File: src/rtl/otter_lsu_pkg.sv
// rtl/otter_lsu_pkg.sv - shared state, size codes and crossing test for otter_lsu (RD1/STB exist only with LSU_MISALIGN_SPLIT_EN)
package otter_lsu_pkg;

  localparam logic [1:0] SZ_BYTE = 2'd0;
  localparam logic [1:0] SZ_HALF = 2'd1;
  localparam logic [1:0] SZ_WORD = 2'd2;

  localparam logic [31:0] IO_BASE_DEFAULT = 32'h1100_0000;

  typedef enum logic [2:0] {
    IDLE,
    RD0,
`ifdef LSU_MISALIGN_SPLIT_EN
    RD1,
    STB,
`endif
    RDW,
    ST,
    RSP
  } lsu_state_t;

  // An access crosses a word boundary when its bytes do not all fit in one aligned word
  function automatic logic is_crossing(input logic [1:0] size, input logic [1:0] off);
    return ((size == SZ_WORD) && (off != 2'd0)) || ((size == SZ_HALF) && (off == 2'd3));
  endfunction

endpackage

File: src/rtl/otter_lsu_if.sv
// rtl/otter_lsu_if.sv - request/response handshake and memory port 2 bundle for otter_lsu
interface otter_lsu_if;

  logic        req_valid;
  logic        req_ready;
  logic        req_we;
  logic [31:0] req_addr;
  logic [31:0] req_wdata;
  logic [1:0]  req_size;
  logic        req_sign;

  logic        rsp_valid;
  logic [31:0] rsp_rdata;
  logic        rsp_err;

  logic [31:0] mem_addr2;
  logic [31:0] mem_din2;
  logic        mem_write2;
  logic        mem_read2;
  logic [1:0]  mem_size;
  logic        mem_sign;
  logic [31:0] mem_dout2;

  modport master (
    output req_valid, req_we, req_addr, req_wdata, req_size, req_sign, mem_dout2,
    input  req_ready, rsp_valid, rsp_rdata, rsp_err,
    input  mem_addr2, mem_din2, mem_write2, mem_read2, mem_size, mem_sign
  );

  modport slave (
    input  req_valid, req_we, req_addr, req_wdata, req_size, req_sign, mem_dout2,
    output req_ready, rsp_valid, rsp_rdata, rsp_err,
    output mem_addr2, mem_din2, mem_write2, mem_read2, mem_size, mem_sign
  );

endinterface

File: src/rtl/otter_lsu_load_align.sv
// rtl/otter_lsu_load_align.sv - shifts a two-word window by the byte offset and extends to 32 bits
module otter_lsu_load_align
  import otter_lsu_pkg::*;
(
  input  logic [63:0] data_i,
  input  logic [1:0]  off_i,
  input  logic [1:0]  size_i,
  input  logic        sign_i,
  output logic [31:0] data_o
);

  logic [31:0] sh;

  assign sh = 32'(data_i >> {off_i, 3'b000});

  // Truncate to the access size and extend; sign_i=1 means zero-extend
  always_comb begin
    data_o = sh;
    case (size_i)
      SZ_BYTE: data_o = sign_i ? {24'h0, sh[7:0]}  : {{24{sh[7]}}, sh[7:0]};
      SZ_HALF: data_o = sign_i ? {16'h0, sh[15:0]} : {{16{sh[15]}}, sh[15:0]};
      default: data_o = sh;
    endcase
  end

endmodule

File: src/rtl/otter_lsu.sv
// rtl/otter_lsu.sv - OTTER port-2 load/store unit; define LSU_MISALIGN_SPLIT_EN to split word-crossing accesses
module otter_lsu
  import otter_lsu_pkg::*;
#(
  parameter logic [31:0] IO_BASE      = IO_BASE_DEFAULT,
  parameter int          ACTUAL_WIDTH = 14
) (
  input  logic       clk_i,
  input  logic       rst_n_i,
  otter_lsu_if.slave lsu
);

  localparam logic [32:0] RAM_END = 33'd4 << ACTUAL_WIDTH;

  lsu_state_t  state_q, state_d;
  logic [31:0] addr_q, wdata_q, rdata_q;
  logic [1:0]  size_q;
  logic        sign_q, err_q;
`ifdef LSU_MISALIGN_SPLIT_EN
  logic        cross_q;
  logic [31:0] lo_q;
  logic [1:0]  cnt_q;
  logic [1:0]  cnt_last;
`endif

  logic        accept;
  logic        req_cross, req_hole, req_err;
  logic [1:0]  req_span;
  logic [32:0] req_last;

  logic [63:0] al_data;
  logic [1:0]  al_off, al_size;
  logic        al_sign;
  logic [31:0] al_out;

  assign lsu.req_ready = (state_q == IDLE) || (state_q == RSP);
  assign accept        = lsu.req_valid && lsu.req_ready;
  assign lsu.rsp_err   = (state_q == RSP) && err_q;
  assign lsu.rsp_rdata = (state_q == RSP) ? rdata_q : 32'h0;

  // Classify the incoming request: illegal size, crossing, or touching the unmapped hole
  always_comb begin
    req_cross = is_crossing(lsu.req_size, lsu.req_addr[1:0]);
    case (lsu.req_size)
      SZ_BYTE: req_span = 2'd0;
      SZ_HALF: req_span = 2'd1;
      default: req_span = 2'd3;
    endcase
    req_last = {1'b0, lsu.req_addr} + {31'd0, req_span};
    req_hole = ({1'b0, lsu.req_addr} < {1'b0, IO_BASE}) && (req_last >= RAM_END);
    req_err  = (lsu.req_size == 2'd3) || (req_cross && (lsu.req_addr >= IO_BASE)) || req_hole;
`ifndef LSU_MISALIGN_SPLIT_EN
    req_err  = req_err || req_cross;
`endif
  end

  // Aligned and MMIO loads pass memory data through; crossing loads merge lo/hi words
  always_comb begin
    al_data = {32'h0, lsu.mem_dout2};
    al_off  = 2'd0;
    al_size = SZ_WORD;
    al_sign = 1'b1;
`ifdef LSU_MISALIGN_SPLIT_EN
    if (cross_q) begin
      al_data = {lsu.mem_dout2, lo_q};
      al_off  = addr_q[1:0];
      al_size = size_q;
      al_sign = sign_q;
    end
`endif
  end

  otter_lsu_load_align u_align (
    .data_i (al_data),
    .off_i  (al_off),
    .size_i (al_size),
    .sign_i (al_sign),
    .data_o (al_out)
  );

`ifdef LSU_MISALIGN_SPLIT_EN
  assign cnt_last = (size_q == SZ_HALF) ? 2'd1 : 2'd3;
`endif

  // Next state and memory strobes, decoded from the current state and latched request
  always_comb begin
    state_d        = state_q;
    lsu.rsp_valid  = 1'b0;
    lsu.mem_read2  = 1'b0;
    lsu.mem_write2 = 1'b0;
    lsu.mem_addr2  = 32'h0;
    lsu.mem_din2   = 32'h0;
    lsu.mem_size   = SZ_BYTE;
    lsu.mem_sign   = 1'b0;
    case (state_q)
      IDLE, RSP: begin
        lsu.rsp_valid = (state_q == RSP);
        if (!accept)            state_d = IDLE;
        else if (req_err)       state_d = RSP;
        else if (!lsu.req_we)   state_d = RD0;
`ifdef LSU_MISALIGN_SPLIT_EN
        else if (req_cross)     state_d = STB;
`endif
        else                    state_d = ST;
      end
      RD0: begin
        lsu.mem_read2 = 1'b1;
        lsu.mem_addr2 = addr_q;
        lsu.mem_size  = size_q;
        lsu.mem_sign  = sign_q;
        state_d       = RDW;
`ifdef LSU_MISALIGN_SPLIT_EN
        if (cross_q) begin
          lsu.mem_addr2 = {addr_q[31:2], 2'b00};
          lsu.mem_size  = SZ_WORD;
          lsu.mem_sign  = 1'b0;
          state_d       = RD1;
        end
`endif
      end
`ifdef LSU_MISALIGN_SPLIT_EN
      RD1: begin
        lsu.mem_read2 = 1'b1;
        lsu.mem_addr2 = {addr_q[31:2], 2'b00} + 32'd4;
        lsu.mem_size  = SZ_WORD;
        state_d       = RDW;
      end
      STB: begin
        lsu.mem_write2 = 1'b1;
        lsu.mem_addr2  = addr_q + {30'd0, cnt_q};
        lsu.mem_din2   = {24'h0, wdata_q[{cnt_q, 3'b000} +: 8]};
        lsu.mem_size   = SZ_BYTE;
        if (cnt_q == cnt_last) state_d = RSP;
      end
`endif
      RDW: state_d = RSP;
      ST: begin
        lsu.mem_write2 = 1'b1;
        lsu.mem_addr2  = addr_q;
        lsu.mem_din2   = wdata_q;
        lsu.mem_size   = size_q;
        lsu.mem_sign   = sign_q;
        state_d        = RSP;
      end
      default: state_d = IDLE;
    endcase
  end

  // State register; reset abandons any request in flight
  always_ff @(posedge clk_i or negedge rst_n_i) begin
    if (!rst_n_i) state_q <= IDLE;
    else          state_q <= state_d;
  end

  // Latch the request on accept, then collect load data and step the byte counter
  always_ff @(posedge clk_i or negedge rst_n_i) begin
    if (!rst_n_i) begin
      addr_q  <= 32'h0;
      wdata_q <= 32'h0;
      rdata_q <= 32'h0;
      size_q  <= SZ_BYTE;
      sign_q  <= 1'b0;
      err_q   <= 1'b0;
`ifdef LSU_MISALIGN_SPLIT_EN
      cross_q <= 1'b0;
      lo_q    <= 32'h0;
      cnt_q   <= 2'd0;
`endif
    end else if (accept) begin
      addr_q  <= lsu.req_addr;
      wdata_q <= lsu.req_wdata;
      size_q  <= lsu.req_size;
      sign_q  <= lsu.req_sign;
      err_q   <= req_err;
      rdata_q <= 32'h0;
`ifdef LSU_MISALIGN_SPLIT_EN
      cross_q <= req_cross;
      cnt_q   <= 2'd0;
`endif
    end else begin
      if (state_q == RDW) rdata_q <= al_out;
`ifdef LSU_MISALIGN_SPLIT_EN
      if (state_q == RD1) lo_q  <= lsu.mem_dout2;
      if (state_q == STB) cnt_q <= cnt_q + 2'd1;
`endif
    end
  end

endmodule

File: src/flat_wrapper.sv
// flat-port wrapper written by rule: the top's interface ports become plain ports
module otter_lsu_flat import otter_lsu_pkg::*;
#(
  parameter logic [31:0] IO_BASE      = IO_BASE_DEFAULT,
  parameter int          ACTUAL_WIDTH = 14
)
  (clk_i, rst_n_i, lsu_req_valid, lsu_req_we, lsu_req_addr, lsu_req_wdata, lsu_req_size, lsu_req_sign, lsu_mem_dout2, lsu_req_ready, lsu_rsp_valid, lsu_rsp_rdata, lsu_rsp_err, lsu_mem_addr2, lsu_mem_din2, lsu_mem_write2, lsu_mem_read2, lsu_mem_size, lsu_mem_sign);
  otter_lsu_if lsu_i ();
  input  logic clk_i;
  input  logic rst_n_i;
  input wire logic [$bits(lsu_i.req_valid)-1:0] lsu_req_valid;
  input wire logic [$bits(lsu_i.req_we)-1:0] lsu_req_we;
  input wire logic [$bits(lsu_i.req_addr)-1:0] lsu_req_addr;
  input wire logic [$bits(lsu_i.req_wdata)-1:0] lsu_req_wdata;
  input wire logic [$bits(lsu_i.req_size)-1:0] lsu_req_size;
  input wire logic [$bits(lsu_i.req_sign)-1:0] lsu_req_sign;
  input wire logic [$bits(lsu_i.mem_dout2)-1:0] lsu_mem_dout2;
  output wire logic [$bits(lsu_i.req_ready)-1:0] lsu_req_ready;
  output wire logic [$bits(lsu_i.rsp_valid)-1:0] lsu_rsp_valid;
  output wire logic [$bits(lsu_i.rsp_rdata)-1:0] lsu_rsp_rdata;
  output wire logic [$bits(lsu_i.rsp_err)-1:0] lsu_rsp_err;
  output wire logic [$bits(lsu_i.mem_addr2)-1:0] lsu_mem_addr2;
  output wire logic [$bits(lsu_i.mem_din2)-1:0] lsu_mem_din2;
  output wire logic [$bits(lsu_i.mem_write2)-1:0] lsu_mem_write2;
  output wire logic [$bits(lsu_i.mem_read2)-1:0] lsu_mem_read2;
  output wire logic [$bits(lsu_i.mem_size)-1:0] lsu_mem_size;
  output wire logic [$bits(lsu_i.mem_sign)-1:0] lsu_mem_sign;
  assign lsu_i.req_valid = lsu_req_valid;
  assign lsu_i.req_we = lsu_req_we;
  assign lsu_i.req_addr = lsu_req_addr;
  assign lsu_i.req_wdata = lsu_req_wdata;
  assign lsu_i.req_size = lsu_req_size;
  assign lsu_i.req_sign = lsu_req_sign;
  assign lsu_i.mem_dout2 = lsu_mem_dout2;
  assign lsu_req_ready = lsu_i.req_ready;
  assign lsu_rsp_valid = lsu_i.rsp_valid;
  assign lsu_rsp_rdata = lsu_i.rsp_rdata;
  assign lsu_rsp_err = lsu_i.rsp_err;
  assign lsu_mem_addr2 = lsu_i.mem_addr2;
  assign lsu_mem_din2 = lsu_i.mem_din2;
  assign lsu_mem_write2 = lsu_i.mem_write2;
  assign lsu_mem_read2 = lsu_i.mem_read2;
  assign lsu_mem_size = lsu_i.mem_size;
  assign lsu_mem_sign = lsu_i.mem_sign;
  otter_lsu #(.IO_BASE(IO_BASE), .ACTUAL_WIDTH(ACTUAL_WIDTH)) u_core (.clk_i(clk_i), .rst_n_i(rst_n_i), .lsu(lsu_i));
endmodule
File: config.mk
export PLATFORM = sky130hd
export DESIGN_NAME = otter_lsu_flat
export DESIGN_NICKNAME = d
export VERILOG_FILES = /design/src/rtl/otter_lsu_pkg.sv /design/src/rtl/otter_lsu_if.sv /design/src/rtl/otter_lsu_load_align.sv /design/src/rtl/otter_lsu.sv /design/src/flat_wrapper.sv
export SDC_FILE = /design/constraint.sdc
export NUM_CORES = 1
export LEC_CHECK = 0
export CORE_MARGIN = 8
export CORE_UTILIZATION = 39
export DETAILED_ROUTE_END_ITERATION = 12
export DONT_BUFFER_PORTS = 1
export PLACE_DENSITY = 0.62
export SYNTH_ARGS = -nofsm -noshare
export SYNTH_HDL_FRONTEND = slang
export SYNTH_SLANG_ARGS = --single-unit
File: constraint.sdc
create_clock -name clk_i -period 1.9 [get_ports clk_i]
set_input_delay 0.19 -clock clk_i [delete_from_list [all_inputs] [get_ports clk_i]]
set_output_delay 0.19 -clock clk_i [all_outputs]
set_load 0.01 [all_outputs]
* Yosys cells after proc, flatten, opt, wreduce, memory -nomap -nowiden
Cells that the tools add are included.
** Operators by class
- $add $sub $neg :: 1
- Multipliers :: 0
- Divide/modulo/power cells :: 0
- $lt $le $gt $ge :: 3
- Equality and inequality tests :: 8
- Shift operators :: 0
- Mux-type cells :: 15
- Bitwise logic cells :: 0
- Reductions and logical operators :: 18
** Operators by type and width (number)
- two-way mux 32 bit :: 5
- adder 32 x 2 -> 33 bit :: 1
- greater-or-equal comparator 33 x 17 -> 1 bit (second input constant) :: 1
- greater-or-equal comparator 32 x 29 -> 1 bit (second input constant) :: 1
- less-than comparator 32 x 29 -> 1 bit (second input constant) :: 1
- case mux 3 bit (3 select lines) :: 1
- == test 2 bit (second input constant) :: 3
- == test 3 x 2 -> 1 bit (second input constant) :: 2
- logical AND 1 bit :: 6
- two-way mux 3 bit :: 2
- OR reduction 2 bit :: 3
- logical OR 1 bit :: 5
- two-way mux 1 bit :: 4
- two-way mux 2 bit :: 2
- case mux 2 bit (2 select lines) :: 1
- nonzero test 2 bit :: 2
- == test 3 x 1 -> 1 bit (second input constant) :: 1
- == test 3 bit (second input constant) :: 1
- zero test 3 bit :: 1
- == test 2 x 1 -> 1 bit (second input constant) :: 1
- zero test 2 bit :: 1
** Storage, ports and cells
- Flip-flop bits (word level) :: 103
- Bits in latches :: 0
- RAM bits :: 0
- Bits in read-only memories :: 0
- Input bits :: 103
- Word-level logic and storage cells :: 52
- Memories :: 0

* Logic depth before layout (Yosys ltp)
Gate-level depths: netlist of run 1.
- Depth after elaboration :: 10
- Gate-level depth with buffers :: 11

* Hierarchy
Synthesis of run 1 repeated with hierarchy kept, for this count alone.
** Unflattened totals
- Cell total of the unflattened synthesis :: 677
- Area total of the unflattened synthesis :: 6155.9 µm²
** Modules (own cells, without submodules)
- otter_lsu :: instances 1, cells an instance 576, area an instance 5046.1 µm², sequential area each 2577.5 µm²
- otter_lsu_load_align :: instances 1, cells an instance 101, area an instance 1109.8 µm², sequential area each 0.0 µm²

* Worst setup path after synthesis of run 1
OpenSTA, ideal clock, no wires.
- Kind :: input port to flip-flop
- Start :: input port lsu_req_size[1]
- End :: register u_core.state_q[1]
- Library setup time :: 0.066 ns
- Arrival time :: 2.474 ns
- Setup slack :: -0.640 ns
- Stages on the path :: 11
- Buffers on the path :: 0
- Cells stage by stage :: or2_2 ha_1 inv_1 fa_1 nand2b_1 or3_1 nor4_2 mux2_2 nor4_1 a41o_1 a31o_1
** Between the ends
- Word-level cells in the longest chain between the ends :: 10
- Elaborated cells on any way between the ends :: 18
- Those cells by class :: 1 x add/sub; 1 x order compare; 3 x eq/ne; 4 x mux; 9 x reduce/logical
** Ends and longest elaborated chain
- from (decl) :: line flat_wrapper.sv:15 : input wire logic [$bits(lsu_i.req_size)-1:0] lsu_req_size;
- == test 2 x 1 -> 1 bit (tied with other cells) :: line otter_lsu_pkg.sv:24, otter_lsu.sv:44
- case mux 2 bit (2 select lines) or logical AND 1 bit (tied branches) :: line otter_lsu.sv:44, otter_lsu_pkg.sv:24
- adder 32 x 2 -> 33 bit or logical OR 1 bit (tied branches) :: line otter_lsu.sv:49, otter_lsu_pkg.sv:24
- greater-or-equal comparator 33 x 17 -> 1 bit or logical AND 1 bit (tied branches) :: line otter_lsu.sv:50, otter_lsu.sv:51
- logical AND 1 bit or logical OR 1 bit (tied branches) :: line otter_lsu.sv:50, otter_lsu.sv:51
- logical OR 1 bit :: line otter_lsu.sv:51 : req_err = (lsu.req_size == 2'd3) || (req_cross && (lsu.req_addr >= IO_BASE)) || req_hole;
- logical OR 1 bit * :: line otter_lsu.sv:53 : req_err = req_err || req_cross;
- two-way mux 3 bit * :: line otter_lsu.sv:99 : else if (req_err) state_d = RSP;
- two-way mux 3 bit * :: line otter_lsu.sv:98 : if (!accept) state_d = IDLE;
- case mux 3 bit (3 select lines) * :: line otter_lsu.sv:95 : case (state_q)
- via u_core.state_d[1] :: line otter_lsu.sv:15 : lsu_state_t state_q, state_d;
- to (signal assigned) :: line otter_lsu.sv:152 : else state_q <= state_d;
- to (decl) :: line otter_lsu.sv:15
Mark *: on every way through the listed nets, which the timed path passes. The rest lies on a longest branch.
A chain may end at the register's enable or synchronous reset.

* Worst setup path after layout of run 1
- Start :: input port lsu_req_size[1]
- End :: register u_core.err_q
** Between the ends
- Word-level cells in the longest chain between the ends :: 7
- Elaborated cells on any way between the ends :: 15
- Those cells by class :: 1 x add/sub; 1 x order compare; 3 x eq/ne; 1 x mux; 9 x reduce/logical
** Ends and longest elaborated chain
- == test 2 x 1 -> 1 bit (tied with other cells) :: line otter_lsu_pkg.sv:24, otter_lsu.sv:44
- case mux 2 bit (2 select lines) or logical AND 1 bit (tied branches) :: line otter_lsu.sv:44, otter_lsu_pkg.sv:24
- adder 32 x 2 -> 33 bit or logical OR 1 bit (tied branches) :: line otter_lsu.sv:49, otter_lsu_pkg.sv:24
- greater-or-equal comparator 33 x 17 -> 1 bit or logical AND 1 bit (tied branches) :: line otter_lsu.sv:50, otter_lsu.sv:51
- logical AND 1 bit or logical OR 1 bit (tied branches) :: line otter_lsu.sv:50, otter_lsu.sv:51
- logical OR 1 bit :: line otter_lsu.sv:51
- logical OR 1 bit * :: line otter_lsu.sv:53
- to (signal assigned) :: line otter_lsu.sv:174 : err_q <= req_err;
- to (decl) :: line otter_lsu.sv:18 : logic sign_q, err_q;
Mark *: on every way between the ends. The rest lies on a longest branch, timed or not.

==> results.py, run 1 <==
metrics = {
    "clocking": {
        "clk_transition_reported_paths_ps": 70,
        "cts_buffers": 9,
        "tritoncts_clock_tree": "yes",
        "cts-hold-fix-buffers": 97,
        "insertion_delay_ps": 340,
        "clk_root_buffer_cell": "clkbuf_16",
        "total_number_of_h_tree_levels": 3,
        "clockBufferDepth": 2,
        "cts.sink_count": 103,
    },
    "cells_and_area": {
        "layout-area-overhead-vs-synth_pct": 33.5,
        "final_standard_cell_area_without_fillers_sq_mm": 0.00676,
        "layout.cells.most_common_list": "nand2_1, dfrtp_1, dlygate4sd3_1, and3_1, and2_1",
        "fill_cells": 1120,
        "finish.utilization": 0.534,
        "nets": 775,
        "final_layout_size_suffix_gt1_frac": 0.104,
        "most_frequent_standard_cell_in_the_layout_excluding_fill_and_tap_cells": "nand2_1",
    },
    "setup_path": {
        "worstSetupPathType": "input port to flop",
        "r2r.worst_path.cells": 5,
        "crit_slowest_cell": "or3_4",
        "crit_path_max_fanout": 5,
        "r2r_end": "u_core.addr_q[0]$_DFFE_PN0P_",
        "cp_data_arrival_time_ps": 2320,
        "crit_required_ps": 2090,
        "r2r-start": "u_core.state_q[1]$_DFF_PN0_",
        "crit_top_cell": "nor4_4",
        "timing.critical_path.max_delay_family": "simple AND/OR/NAND/NOR gates",
        "nature_of_the_critical_path_endpoint": "flop",
        "critical_path.cell_chain": "or2_4 > ha_4 > inv_2 > fa_2 > nand2b_4 > or3_4 > nor4_4 > mux2_4 > nor4_4 > a41o_1 > a21oi_1",
        "worst-path-buf-inv": 1,
        "rrSetupSlack_ps": 210,
        "timing.critical_path.from": "lsu_req_size[1]",
        "largest_incremental_delay_on_the_critical_path_ps": 370,
        "worst_setup_path_start_kind": "input port",
    },
    "detailed_routing": {
        "wire_per_inst_um": 19.5,
        "drt.antenna.violating_nets": 0,
        "routed_wl_um": 16500,
        "via_count": 4568,
        "detailedRoute.firstPassIterationCount": 5,
        "post-route-drc-count": 0,
        "viasPerCell": 5.40,
        "dr.first_iter.drc_count": 239,
    },
    "placed_design": {
        "placed_area_sq_mm": 0.00538,
        "io_buffers": 0,
        "hpwlAfterDp_um": 10400,
        "globalplace.congestion": 0.880,
        "post_place_setup_slack_ps": -665,
    },
    "timing": {
        "max_slew.worst_pin.slew_ps": 764,
        "fin_tns_setup_ps": -874,
        "timing.clock.skew_ps": 4.82,
        "worst_slack_ps": -230,
        "final_hold_viol_count": 103,
        "rsz0062_at_grt": "yes",
        "timing.max_slew.rel_slack": 0.489,
        "timing.fmax_mhz": 469,
        "final_min_period_over_clock_period": 1.12,
        "slew_viol_final": 0,
        "whs_ps": -457,
        "setup_violations_final": 4,
        "timing.final.crit_period_ps": 2130,
    },
    "global_routing": {
        "grt_start_max_net_pins": 104,
        "grt_pass1_vias": 4882,
        "grt_usage": 0.195,
        "antenna_found_initial": 0,
        "grt_pass1_wl_um": 25700,
        "globalRouteOverflowTotal": 0,
    },
    "synth": {
        "synth_warnings": 0,
        "synth_area_leaders": "dfrtp_1, nand2_1, and3_1, a22o_1, and2_1",
        "synth.cell_area_sq_mm": 0.00506,
        "netlist.area_leader.share": 0.509,
        "syn_avg_cell_area_sq_um": 8.76,
        "yosysSeqAreaShare": 0.509,
        "postSynthNetCount": 684,
        "postSynthRegisterBits": 103,
        "syn-instance-count": 578,
        "synth.lib_cells_used.distinct": 40,
        "synth_top_cell_by_area": "dfrtp_1",
    },
    "floorplan": {
        "die_height_um": 130,
        "die_w_um": 130,
        "initial_core_util": 0.400,
        "floorplan.rows": 41,
        "total_die_area_sq_mm": 0.0169,
        "core_area_sq_mm": 0.0127,
        "ioPinCount": 207,
    },
    "outcome": {
        "failed_checks": "hold timing, setup timing",
        "run_status": "finished with violations",
    },
    "job": {
        "maxCapViolCount": 0,
    },
    "power_and_ir_drop": {
        "power_per_cell_area_mw_per_mm2": 873,
        "comb_power_frac": 0.198,
        "power.share.sequential": 0.476,
        "ir_worst_vdd_v": 0.000385,
        "internal_power_uw": 4230,
        "power.share.switching": 0.284,
        "post_layout_power_uw": 5910,
        "power.share.clock": 0.326,
        "power_leakage_uw": 0.00342,
        "switching_power_uw": 1680,
    },
    "min_path": {
        "hold_path_class": "input port to asynchronous set/reset pin",
    },
}
## stage by stage
stage / instances / hold slack (ps)
2_1_floorplan: 578 / -106
3_3_place_gp: 732 / -102
3_5_place_dp: 732 / -101
5_1_grt: 844 / -480
4_1_cts: 844 / -479
6_report: 846 / -457
## per-layer routing
metal	wire length [um]	track usage
met5	0	0
met4	279	0.0792
met3	1520	0.0579
met2	8500	0.345
met1	6190	0.215
## cell type report
class	count	area, sq um	area share
diodes	2	5.00	0.000740
clock buffers	10	229	0.0339
clock inverters	4	72.6	0.0107
inverters	5	18.8	0.00278
multi-input cells	426	2440	0.362
flip-flops and latches	103	2580	0.381
well taps	172	215	0.0318
repair buffers	124	1200	0.177
## synthesized netlist by cell type
| master | instances |
|---|---|
| nand4_1 | 5 |
| a22o_1 | 32 |
| mux2_2 | 3 |
| mux2i_1 | 1 |
| xnor2_1 | 3 |
| a41o_1 | 1 |
| a31o_1 | 1 |
| ha_1 | 2 |
| a311oi_1 | 1 |
| buf_2 | 1 |
| inv_1 | 5 |
| nor4_2 | 1 |
| nand3_1 | 7 |
| fa_1 | 1 |
| o31a_1 | 1 |
| nor3_1 | 9 |
| nor4_1 | 5 |
| or4_1 | 2 |
| o41ai_1 | 2 |
| nor2_1 | 9 |
| nand2b_1 | 2 |
| o21ai_0 | 8 |
| clkbuf_2 | 1 |
| dfrtp_1 | 103 |
| buf_1 | 1 |
| a21o_1 | 1 |
| xor2_1 | 4 |
| and2_1 | 39 |
| or3_1 | 3 |
| a21oi_1 | 5 |
| nand2_1 | 201 |
| nor2b_1 | 3 |
| and3_1 | 65 |
| or4b_1 | 1 |
| nor4_4 | 1 |
| clkbuf_1 | 41 |
| a211oi_1 | 1 |
| or2_2 | 4 |
| a2111oi_2 | 1 |
| a31oi_1 | 1 |
## timing repair
action	4_1_cts	5_1_grt
setup endpoints to repair	36	91
buffers inserted	1	0
pin swaps	6	0
endpoints found under the hold margin	200	103
gates resized for setup	11	8
## sequential cells by signal, summed over array words and instances (netlist names)
| register | flops |
|---|---|
| u_core.sign_q | 1 |
| u_core.wdata_q | 32 |
| u_core.addr_q | 32 |
| u_core.state_q | 3 |
| u_core.rdata_q | 32 |
| u_core.err_q | 1 |
| u_core.size_q | 2 |
## worst reg2reg max path, delay by kind of cell (launching register included)
| kind | cells | cell delay (ps) |
|---|---|---|
| buffers and inverters | 1 | 580 |
| DFF | 1 | 440 |
| and+or+nand+nor | 4 | 610 |
## power by group through the flow
stage	Sequential, uW	Combinational, uW	Clock [uW]
global placement	2820	946	0
floorplan	2770	757	0
detailed placement	2830	978	0
finish	2810	1170	1930
CTS	2800	1160	1990
global route	2860	1310	2060
## how the worst max path moves through the flow
| stage | to | slack [ps] | cells past startpoint |
|---|---|---|---|
| after floorplan | u_core.state_q[1]$_DFF_PN0_ | -490 | 10 |
| after global placement | u_core.state_q[2]$_DFF_PN0_ | -630 | 11 |
| after detailed placement | u_core.state_q[2]$_DFF_PN0_ | -660 | 11 |
| after CTS | u_core.state_q[1]$_DFF_PN0_ | -190 | 10 |
| after global routing | u_core.err_q$_DFFE_PN0P_ | -320 | 11 |
| final | u_core.err_q$_DFFE_PN0P_ | -230 | 11 |
## cell families (layout without fill, tap and decap cells)
family,count (synthesis),in the layout,share of synthesized area
xor+xnor,7,7,0.0121
other cells,0,2,0
simple gates,357,357,0.339
fa+ha+maj,3,3,0.00889
flops,103,103,0.509
mux,4,4,0.00865
compound gates,55,55,0.0860
buf+inv,49,143,0.0368
No activity file was read; power rests on OpenSTA's default activity.
==> run 2: changes to the inputs <==
Settings changed: SKIP_LAST_GASP set to 1, SYNTH_HIERARCHICAL set to 1.
==> run 2 against run 1 <==
Effect of this change: the run still ends with hold timing, setup timing left; sequential power barely moved; register-to-register slack got worse by 310 ps; synthesized cell count rose by 17%; synthesized area rose by 22%; hold slack got worse by 2.7 ps; die area rose by 19%; via count rose by 17%; sequential cell count did not move; wire length rose by 12%; global-route usage fell by 1.6 points; worst setup slack got worse by 190 ps; critical path type unchanged; largest cell class is now multi-input gates.
==> results.py, run 2 <==
metrics = {
    "cells_and_area": {
        "final-instance-count-excl-fill": 990,
        "final_standard_cell_area_without_fillers_sq_mm": 0.00758,
        "insertedDiodeCount": 0,
        "top_regs": "u_core/addr_q: 32 flops, u_core/rdata_q: 32 flops, u_core/wdata_q: 32 flops",
        "layout-area-overhead-vs-synth_pct": 23.1,
        "layout.cells.most_common_list": "nand2_1, dfrtp_1, and3_1, dlygate4sd3_1, conb_1",
        "most_frequent_standard_cell_in_the_layout_excluding_fill_and_tap_cells": "nand2_1",
        "fill_cells": 1482,
        "nets": 875,
        "final_layout_size_suffix_gt1_frac": 0.114,
    },
    "timing": {
        "final_hold_viol_count": 103,
        "timing.final.crit_period_ps": 2320,
        "timing.max_slew.rel_slack": 0.146,
        "timing.fmax_mhz": 431,
        "rsz0062_at_grt": "yes",
        "whs_ps": -459,
        "timing.clock.skew_ps": 5.85,
        "max_slew.worst_pin.slew_ps": 1280,
        "worst_slack_ps": -419,
        "final_min_period_over_clock_period": 1.22,
        "setup_violations_final": 36,
        "slew_viol_final": 0,
    },
    "setup_path": {
        "timing.critical_path.max_delay_family": "simple AND/OR/NAND/NOR gates",
        "crit_path_max_fanout": 5,
        "worst_setup_path_start_kind": "input port",
        "worst-path-buf-inv": 1,
        "nature_of_the_critical_path_endpoint": "flop",
        "cp_data_arrival_time_ps": 2600,
        "rrSetupSlack_ps": -100,
        "crit_slowest_cell": "or4b_1",
        "worstSetupPathType": "input port to flop",
        "crit_required_ps": 2180,
        "largest_incremental_delay_on_the_critical_path_ps": 470,
        "critical_path.cell_chain": "or2_4 > ha_4 > inv_2 > fa_2 > nand2b_4 > or4_4 > or4b_1 > nand3b_1 > nand4_1 > o31ai_4 > a31o_1",
    },
    "synth": {
        "synth-compound-area-share": 0.0963,
        "synth_top_cell_by_area": "dfrtp_1",
        "synth_warnings": 6,
        "syn_avg_cell_area_sq_um": 9.09,
        "netlist.area_leader.share": 0.419,
        "postSynth.topFlopCell": "dfrtp_1",
        "synth_enable_flop_cells": 0,
        "syn-instance-count": 677,
        "muxShareOfSynthArea": 0.130,
        "largest_family_of_logic_cells_by_synthesized_area": "simple AND/OR/NAND/NOR gates",
        "async_flop_share": 1.00,
        "synth.lib_cells_used.distinct": 54,
        "synth_area_leaders": "dfrtp_1, nand2_1, mux4_2, and3_1, a22o_1",
        "yosysSeqAreaShare": 0.419,
        "yosys.cell_count.top_type": "nand2_1",
        "synth_simple_gate_area_share": 0.300,
        "post_synth_xor_area_fraction": 0.00427,
        "postSynthRegisterBits": 103,
        "yosys-top-cells-count": "nand2_1, dfrtp_1, and3_1, clkbuf_1, and2_1",
        "synth.cell_area_sq_mm": 0.00616,
        "share_of_synthesized_cell_area_in_full_adder_half_adder_and_majority_cells": 0.00732,
    },
    "placed_design": {
        "globalplace.congestion": 0.844,
        "io_buffers": 0,
        "hpwlAfterDp_um": 12800,
        "placed_area_sq_mm": 0.00656,
        "place_inst": 907,
    },
    "floorplan": {
        "die_w_um": 142,
        "ioPinCount": 207,
        "initial_core_util": 0.393,
        "floorplan.rows": 46,
        "core_area_sq_mm": 0.0157,
        "die_height_um": 142,
        "total_die_area_sq_mm": 0.0201,
    },
    "detailed_routing": {
        "detailedRoute.firstPassIterationCount": 5,
        "dr.first_iter.drc_count": 444,
        "viasPerCell": 5.39,
        "post-route-drc-count": 0,
        "routed_wl_um": 18400,
        "wire_per_inst_um": 18.6,
        "via_count": 5335,
        "drt.antenna.violating_nets": 0,
    },
    "global_routing": {
        "antenna_found_initial": 0,
        "grt_start_max_net_pins": 104,
        "grt_pass1_wl_um": 28800,
        "grt_usage": 0.180,
        "globalRouteOverflowTotal": 0,
        "grt_pass1_vias": 5289,
    },
    "clocking": {
        "tritoncts_clock_tree": "yes",
        "total_number_of_h_tree_levels": 3,
        "clk_root_buffer_cell": "clkbuf_16",
        "cts-hold-fix-buffers": 64,
        "clk_transition_reported_paths_ps": 70,
        "clockBufferDepth": 2,
        "insertion_delay_ps": 340,
        "cts.sink_count": 103,
        "cts_buffers": 9,
    },
    "power_and_ir_drop": {
        "ir_worst_vdd_v": 0.000387,
        "power_leakage_uw": 0.00373,
        "power_per_cell_area_mw_per_mm2": 793,
    },
    "min_path": {
        "hold_path_class": "input port to asynchronous set/reset pin",
    },
    "job": {
        "maxCapViolCount": 0,
    },
    "outcome": {
        "failed_checks": "hold timing, setup timing",
        "run_status": "finished with violations",
    },
}
## run 2: kinds of logic after synthesis
logic type / Yosys count
simple gates: 389
mux: 36
compound gates: 82
fa+ha+maj: 3
other cells: 2
xor+xnor: 3
flops: 103
buf+inv: 59
## run 2: layout make-up
type,instances,area [sq um],share of cell area
Inverter,5,18.8,0.00248
Sequential cell,103,2580,0.340
Tap cell,216,270,0.0357
Multi-Input combinational cell,569,3590,0.474
Clock buffer,10,239,0.0315
Timing Repair Buffer,81,818,0.108
Clock inverter,6,60.1,0.00792
## run 2: path summary, 6_finish.rpt
check / start / end / cells after the start
max reg2reg: u_core/state_q[1]$_DFF_PN0_ / u_core/rdata_q[30]$_DFFE_PN0P_ / 4
min in group clk_i: lsu_req_addr[26] / u_core/addr_q[26]$_DFFE_PN0P_ / 2
min reg2reg: u_core/addr_q[9]$_DFFE_PN0P_ / u_core/addr_q[9]$_DFFE_PN0P_ / 2
min: rst_n_i / u_core/addr_q[25]$_DFFE_PN0P_ / 0
max in group asynchronous: rst_n_i / u_core/wdata_q[10]$_DFFE_PN0P_ / 0
max: lsu_req_size[1] / u_core/state_q[1]$_DFF_PN0_ / 11
## run 2: metal layers
layer,track usage,share of wire,up-vias
met1,0.216,0.39,2591
met3,0.0561,0.094,37
li1,-,-,2475
met2,0.286,0.48,232
met5,0,0,-
met4,0.0904,0.032,0
## run 2: what timing repair did
item,CTS,global route
pin swaps,6,2
endpoints found under the setup margin,84,137
resized for setup,4,6
endpoints found under the hold margin,167,103
gates cloned,0,1
buffers inserted,1,1
## run 2: metrics by stage
step	total power, uW	TNS [ps]	setup slack, ps	util	hold WS, ps
final	6010	-4010	-419	0.484	-459
after global routing	6360	-11160	-512	0.484	-481
after CTS	6040	-4220	-402	0.480	-480
after detailed placement	4040	-5280	-865	0.419	-102
after global placement	3980	-4170	-777	0.419	-101
after floorplan	3740	-2480	-631	-	-106
## run 2: report_power, final
part	internal [uW]	switching (uW)
logic	587	771
registers	2590	210
clock network	1050	801
